### config.mk
export PLATFORM = sky130hd
export DESIGN_NAME = hazard_ctrl
export DESIGN_NICKNAME = d
export VERILOG_FILES = /design/src/rtl/pipe_pkg.sv /design/src/rtl/hazard_ctrl_sat_counter.sv /design/src/rtl/hazard_ctrl.sv
export SDC_FILE = /design/constraint.sdc
export NUM_CORES = 1
export LEC_CHECK = 0
export ABC_AREA = 1
export BUFFER_PORTS_ARGS = -buffer_cell sky130_fd_sc_hd__buf_2
export CAP_MARGIN = 20
export CORE_UTILIZATION = 41
export DETAILED_ROUTE_END_ITERATION = 10
export SETUP_SLACK_MARGIN = 0.3
export SKIP_LAST_GASP = 1
export SLEW_MARGIN = 5
export SYNTH_ARGS = -nofsm -noshare
export SYNTH_HDL_FRONTEND = slang
export SYNTH_SLANG_ARGS = --single-unit
### constraint.sdc
create_clock -name clk -period 3.2 [get_ports clk]
set_clock_uncertainty 0.05 [all_clocks]
set_input_delay 0.32 -clock clk [delete_from_list [all_inputs] [get_ports clk]]
set_output_delay 0.32 -clock clk [all_outputs]
set_load 0.005 [all_outputs]
### src/rtl/pipe_pkg.sv
// Shared definitions for the pipeline hazard controller: FSM states,
// the hard-wired zero register index and the NOP loaded on a flush.
package pipe_pkg;

    typedef enum logic [1:0] {
        S_RUN = 2'd0,
        S_LU  = 2'd1,
        S_MEM = 2'd2
    } hz_state_e;

    localparam logic [4:0]  REG_ZERO  = 5'd0;

    // addi x0, x0, 0 -- the canonical RV32 NOP placed in flushed stages
    localparam logic [31:0] NOP_INSTR = 32'h0000_0013;

    // True when an ID-stage source is actually read and names the EX destination
    function automatic logic src_match(input logic       use_src,
                                       input logic [4:0] rd,
                                       input logic [4:0] rs);
        return use_src && (rd == rs);
    endfunction

endpackage

### src/rtl/hazard_ctrl_sat_counter.sv
// Saturating event counter: counts up on inc and sticks at all-ones.
module sat_counter #(
    parameter int W = 32
) (
    input  logic         clk,
    input  logic         rst,
    input  logic         inc,
    output logic [W-1:0] count
);

    // Count events, holding at the maximum value instead of wrapping
    always_ff @(posedge clk) begin
        if (rst) begin
            count <= '0;
        end else if (inc && (count != {W{1'b1}})) begin
            count <= count + 1'b1;
        end
    end

endmodule

### src/rtl/hazard_ctrl.sv
// Producer-side hazard controller for the 5-stage RV32 pipeline.
// Inserts load-use bubbles, freezes the pipe during cache misses,
// flushes IF/ID and ID/EX on EX redirects and keeps stall statistics.
module hazard_ctrl
    import pipe_pkg::*;
#(
    parameter int LU_BUBBLES    = 1,
    parameter int CNT_W         = 32,
    parameter int STALL_TIMEOUT = 1024
) (
    input  logic             clk,
    input  logic             rst,
    input  logic             ID_EX_MemRead,
    input  logic [4:0]       ID_EX_RegisterRd,
    input  logic [4:0]       IF_ID_RegisterRs1,
    input  logic [4:0]       IF_ID_RegisterRs2,
    input  logic             IF_ID_use_rs1,
    input  logic             IF_ID_use_rs2,
    input  logic             EX_redirect,
    input  logic             ICACHE_stall,
    input  logic             DCACHE_stall,
    output logic             PC_write,
    output logic             IF_ID_write,
    output logic             pipe_write,
    output logic             IF_ID_flush,
    output logic             ID_EX_flush,
    output logic [CNT_W-1:0] stall_cycles,
    output logic [CNT_W-1:0] flush_cnt,
    output logic             stall_timeout
);

    localparam int              MR_W   = $clog2(STALL_TIMEOUT) + 1;
    localparam logic [MR_W-1:0] TO_VAL = MR_W'(STALL_TIMEOUT);
    localparam logic [1:0]      LU_EXTRA = 2'(LU_BUBBLES - 1);

    // An out-of-range bubble count cannot be built into a sensible controller
    if (LU_BUBBLES < 1 || LU_BUBBLES > 3) begin : g_bad_lu_bubbles
        $fatal(1, "hazard_ctrl: LU_BUBBLES must be 1..3");
    end

    hz_state_e       r_state;
    hz_state_e       w_next_state;
    hz_state_e       w_eval_state;
    logic [1:0]      r_lu_cnt;
    logic [1:0]      w_next_lu_cnt;
    logic            r_resume_lu;
    logic            w_next_resume_lu;
    logic            w_mem_stall;
    logic            w_lu_hit;
    logic            w_flush_inc;
    logic [MR_W-1:0] r_mem_run;
    logic [MR_W-1:0] w_mem_run_next;
    logic            r_stall_timeout;

    assign w_mem_stall = ICACHE_stall | DCACHE_stall;

    assign w_lu_hit = ID_EX_MemRead && (ID_EX_RegisterRd != REG_ZERO) &&
                      (src_match(IF_ID_use_rs1, ID_EX_RegisterRd, IF_ID_RegisterRs1) ||
                       src_match(IF_ID_use_rs2, ID_EX_RegisterRd, IF_ID_RegisterRs2));

    // Leaving a memory freeze resumes whatever the pipe was doing before it
    assign w_eval_state = (r_state == S_MEM) ? (r_resume_lu ? S_LU : S_RUN) : r_state;

    // Mealy control outputs and next-state selection, memory stall first,
    // then redirect, then load-use handling
    always_comb begin
        PC_write         = 1'b1;
        IF_ID_write      = 1'b1;
        pipe_write       = 1'b1;
        IF_ID_flush      = 1'b0;
        ID_EX_flush      = 1'b0;
        w_flush_inc      = 1'b0;
        w_next_state     = r_state;
        w_next_lu_cnt    = r_lu_cnt;
        w_next_resume_lu = r_resume_lu;

        if (rst) begin
            w_next_state     = S_RUN;
            w_next_lu_cnt    = 2'd0;
            w_next_resume_lu = 1'b0;
        end else if (w_mem_stall) begin
            PC_write     = 1'b0;
            IF_ID_write  = 1'b0;
            pipe_write   = 1'b0;
            w_next_state = S_MEM;
            if (r_state != S_MEM) begin
                w_next_resume_lu = (r_state == S_LU);
            end
        end else if (EX_redirect) begin
            IF_ID_flush      = 1'b1;
            ID_EX_flush      = 1'b1;
            w_flush_inc      = 1'b1;
            w_next_state     = S_RUN;
            w_next_lu_cnt    = 2'd0;
            w_next_resume_lu = 1'b0;
        end else if (w_eval_state == S_LU) begin
            PC_write         = 1'b0;
            IF_ID_write      = 1'b0;
            ID_EX_flush      = 1'b1;
            w_next_lu_cnt    = r_lu_cnt - 2'd1;
            w_next_resume_lu = 1'b0;
            w_next_state     = (r_lu_cnt == 2'd1) ? S_RUN : S_LU;
        end else if (w_lu_hit) begin
            PC_write         = 1'b0;
            IF_ID_write      = 1'b0;
            ID_EX_flush      = 1'b1;
            w_next_resume_lu = 1'b0;
            if (LU_BUBBLES > 1) begin
                w_next_state  = S_LU;
                w_next_lu_cnt = LU_EXTRA;
            end else begin
                w_next_state  = S_RUN;
            end
        end else begin
            w_next_state     = S_RUN;
            w_next_resume_lu = 1'b0;
        end
    end

    // FSM state, remaining bubble count and pre-freeze context
    always_ff @(posedge clk) begin
        if (rst) begin
            r_state     <= S_RUN;
            r_lu_cnt    <= 2'd0;
            r_resume_lu <= 1'b0;
        end else begin
            r_state     <= w_next_state;
            r_lu_cnt    <= w_next_lu_cnt;
            r_resume_lu <= w_next_resume_lu;
        end
    end

    // Length of the current memory stall, held once it hits the timeout
    always_comb begin
        w_mem_run_next = '0;
        if (w_mem_stall) begin
            w_mem_run_next = (r_mem_run == TO_VAL) ? r_mem_run : r_mem_run + 1'b1;
        end
    end

    // Track stall length and latch the timeout flag until reset
    always_ff @(posedge clk) begin
        if (rst) begin
            r_mem_run       <= '0;
            r_stall_timeout <= 1'b0;
        end else begin
            r_mem_run <= w_mem_run_next;
            if (w_mem_run_next == TO_VAL) begin
                r_stall_timeout <= 1'b1;
            end
        end
    end

    assign stall_timeout = r_stall_timeout;

    sat_counter #(.W(CNT_W)) u_stall_cnt (
        .clk   (clk),
        .rst   (rst),
        .inc   (~PC_write),
        .count (stall_cycles)
    );

    sat_counter #(.W(CNT_W)) u_flush_cnt (
        .clk   (clk),
        .rst   (rst),
        .inc   (w_flush_inc),
        .count (flush_cnt)
    );

endmodule

==> impl_metrics.yaml <==
floorplanning:
  initial_core_util: 0.4291
  fp.dieW_um: 112.3
  coreArea_um2: 11610
  die_y_um: 112.3
  rows: 39
  ios: 93
  die-area_um2: 12600
setup_path:
  rr_endpoint: "u_stall_cnt.count[2]"
  path_cells: "ha_1 > nand2_2 > nor2_4 > nand4_1 > nor3_2 > nand4_2 > nand2_2 > nand2_1 > a21oi_1"
  worstSetupPathType: "register to register"
  end_kind: "register"
  crit-reg2reg-launch: "u_stall_cnt.count[0]"
  critPathRequiredTime_ps: 3420
  start_kind: "register"
  slowest_stage: "nand2_2"
  worst-path-stages: 9
  critical-path-max-stage-delay_ps: 480
  cp.arrival_ps: 2560
  startpoint: "u_stall_cnt.count[0]"
  endpoint: "u_stall_cnt.count[2]"
  r2r_cells: 9
  crit_buf_inv: 0
  rrSetupSlack_ps: 860
  crit_path_frequent_cell: "nand2_2"
  path_max_fanout: 31
  crit_family: "simple AND/OR/NAND/NOR gates"
synth:
  synth_area_leader_cell: "dfxtp_1"
  yosys.cell_types.count: 38
  syn_area_um2: 4984
  yosys_warnings: 0
  yosysTopAreaCellShare: 0.3254
  yosys_register_bits: 81
  ys_seq_area_frac: 0.3254
  ys.flop_type: "dfxtp_1"
  syn_inst: 766
  yosys-top-cells-area: "dfxtp_1 33%, nand2_1 15%, nor2_1 6.8%"
  synthesis.nets: 794
  avgSynthCellArea_um2: 6.506
  synth-edff-count: 0
  synthArstFlopShare: 0
sta:
  setup_viol: 0
  fin_setup_tns_ps: 0
  timing.final.crit_share: 0.7314
  relSlewSlack: 0.5636
  holdWs_ps: 203.2
  slew_viol_final: 0
  rsz0062_at_grt: "no"
  worstMarginPinSlew_ps: 654.6
  fmax_mhz: 427.2
  period_needed_ps: 2341
  hold_viol: 0
cells_and_area:
  num_antenna_cells: 0
  final_nets: 876
  final_cell_area_um2: 5832
  area_delta_synth_final_pct: 17.02
  drive_gt1_frac: 0.1676
  fin_cells: 996
  nFillCells: 1223
power_and_ir_drop:
  power_density_nw_per_um2: 395.2
  ir_drop_mv: 0.1997
  power_leakage_uw: 0.002481
clock_tree:
  cts-root-buf: "clkbuf_16"
  post_cts_buffers: 0
  clockBufferDepth: 2
  cts_made_buffers: 9
  hold_buffers: 0
  htree_levels: 3
  clk_pin_slew_worst_paths_ps: 70
  cts_sinks: 81
  clk_latency_ps: 350
  ctsResizeCount: 0
  cts_tree: "built"
grt:
  grt_pass1_vias: 4856
  grt_pass1_wl_um: 22630
  grt_overflow: 0
  antenna_found_initial: 0
  grt_start_max_net_pins: 59
  grt.total_usage: 0.2214
placed_design:
  dp_hpwl_um: 10000
  io_buffers: 92
  place_inst: 980
  placed_cell_area_um2: 5502
  routabilityCongestion: 0.9141
outcome:
  outcome: "complete, but fails checks"
  violations: "DRC"
routing:
  antenna_left: 0
  drt-vias-per-instance: 5.234
  routedWlPerCell_um: 13.66
  via_count: 5213
  drt_iter0_drc: 258
  drt_pre_antenna_iters: 7
  drc: 4
  routed_wl_um: 13610
job:
  max-cap-violations: 0
min_path:
  hp-class: "input pin to register"
[stage by stage]
stage / util / power [uW] / worst slack, ps
finish: 0.5022 / 2305 / 859.4
global route: 0.5022 / 2382 / 634.3
CTS: 0.5022 / 2327 / 865.5
detailed placement: 0.4737 / 1172 / 884.0
global placement: 0.4737 / 1168 / 915.8
floorplan: - / 1134 / 1417
[how the worst min path moves through the flow]
stage	startpoint	endpoint	slack, ps	cells past startpoint
finish	rst	r_lu_cnt[1]	200	2
global route	rst	r_lu_cnt[1]	220	2
CTS	rst	r_lu_cnt[1]	190	2
detailed placement	stall_timeout	stall_timeout	390	2
global placement	stall_timeout	stall_timeout	390	2
floorplan	r_lu_cnt[1]	r_lu_cnt[1]	390	2
[power by group]
part / internal, uW / switching [uW] / total, uW
Sequential: 1010 / 6.97 / 1020
Combinational: 40.5 / 87.2 / 128
Clock: 706 / 449 / 1160
Total: 1760 / 543 / 2300
[cells in the final DEF (no fill, tap or decap), types with 4 or more instances in the layout]
master     count
inv_1         69
a21oi_1       59
nand2_4        4
dfxtp_1       81
ha_1           5
nand3_1       65
nor3_1        27
clkbuf_16      9
xor2_1        30
nand2_2        5
xnor2_1       10
nand2_1      204
nor2_1        90
nor3b_1        4
nand4_1       27
o21ai_1        4
buf_2         92
inv_2          5
nand3b_1       4
o21ai_0       18
nor2_2         6
[synthesized netlist by cell type, types with 2 or more instances]
master,count
nand2_1,204
nor2_1,90
dfxtp_1,81
inv_1,69
nand3_1,65
a21oi_1,59
xor2_1,30
nand4_1,27
nor3_1,27
o21ai_0,18
xnor2_1,10
clkbuf_1,9
buf_2,7
nor2_2,6
ha_1,5
inv_2,5
nand2_2,5
buf_4,4
buf_6,4
nand2_4,4
nand3b_1,4
nor3b_1,4
o21ai_1,4
a21oi_2,3
nor2_4,3
nor3_2,3
nor4_1,3
a31oi_1,2
and3_1,2
[flip-flops by register name, summed over array words and instances (netlist names)]
register / cells
r_state: 2
r_lu_cnt: 2
stall_timeout: 1
r_mem_run: 11
r_resume_lu: 1
u_flush_cnt.count: 32
u_stall_cnt.count: 32
[layer usage]
metal  global-route usage  routed length, um
met1               0.2714               6240
met2               0.3901               6556
met3              0.03510                580
met5                    0                  0
met4              0.08444                229
[layout make-up]
class	count	area (um2)	share of cell area
Inverter	74	277.8	0.04763
Clock buffer	10	239.0	0.04098
Sequential cell	81	1622	0.2781
Tap cell	143	178.9	0.03068
Multi-Input combinational cell	587	2940	0.5042
Timing Repair Buffer	95	483.0	0.08281
Clock inverter	6	91.34	0.01566
[kinds of logic (layout without fill, tap and decap cells)]
family,after synthesis,after routing,share of synthesized area
compound gates,91,91,0.09717
xor+xnor,40,40,0.07030
fa+ha+maj,5,5,0.01255
buf+inv,98,185,0.08461
flops,81,81,0.3254
simple gates,451,451,0.4100
Power figures use the tool's default switching activity.
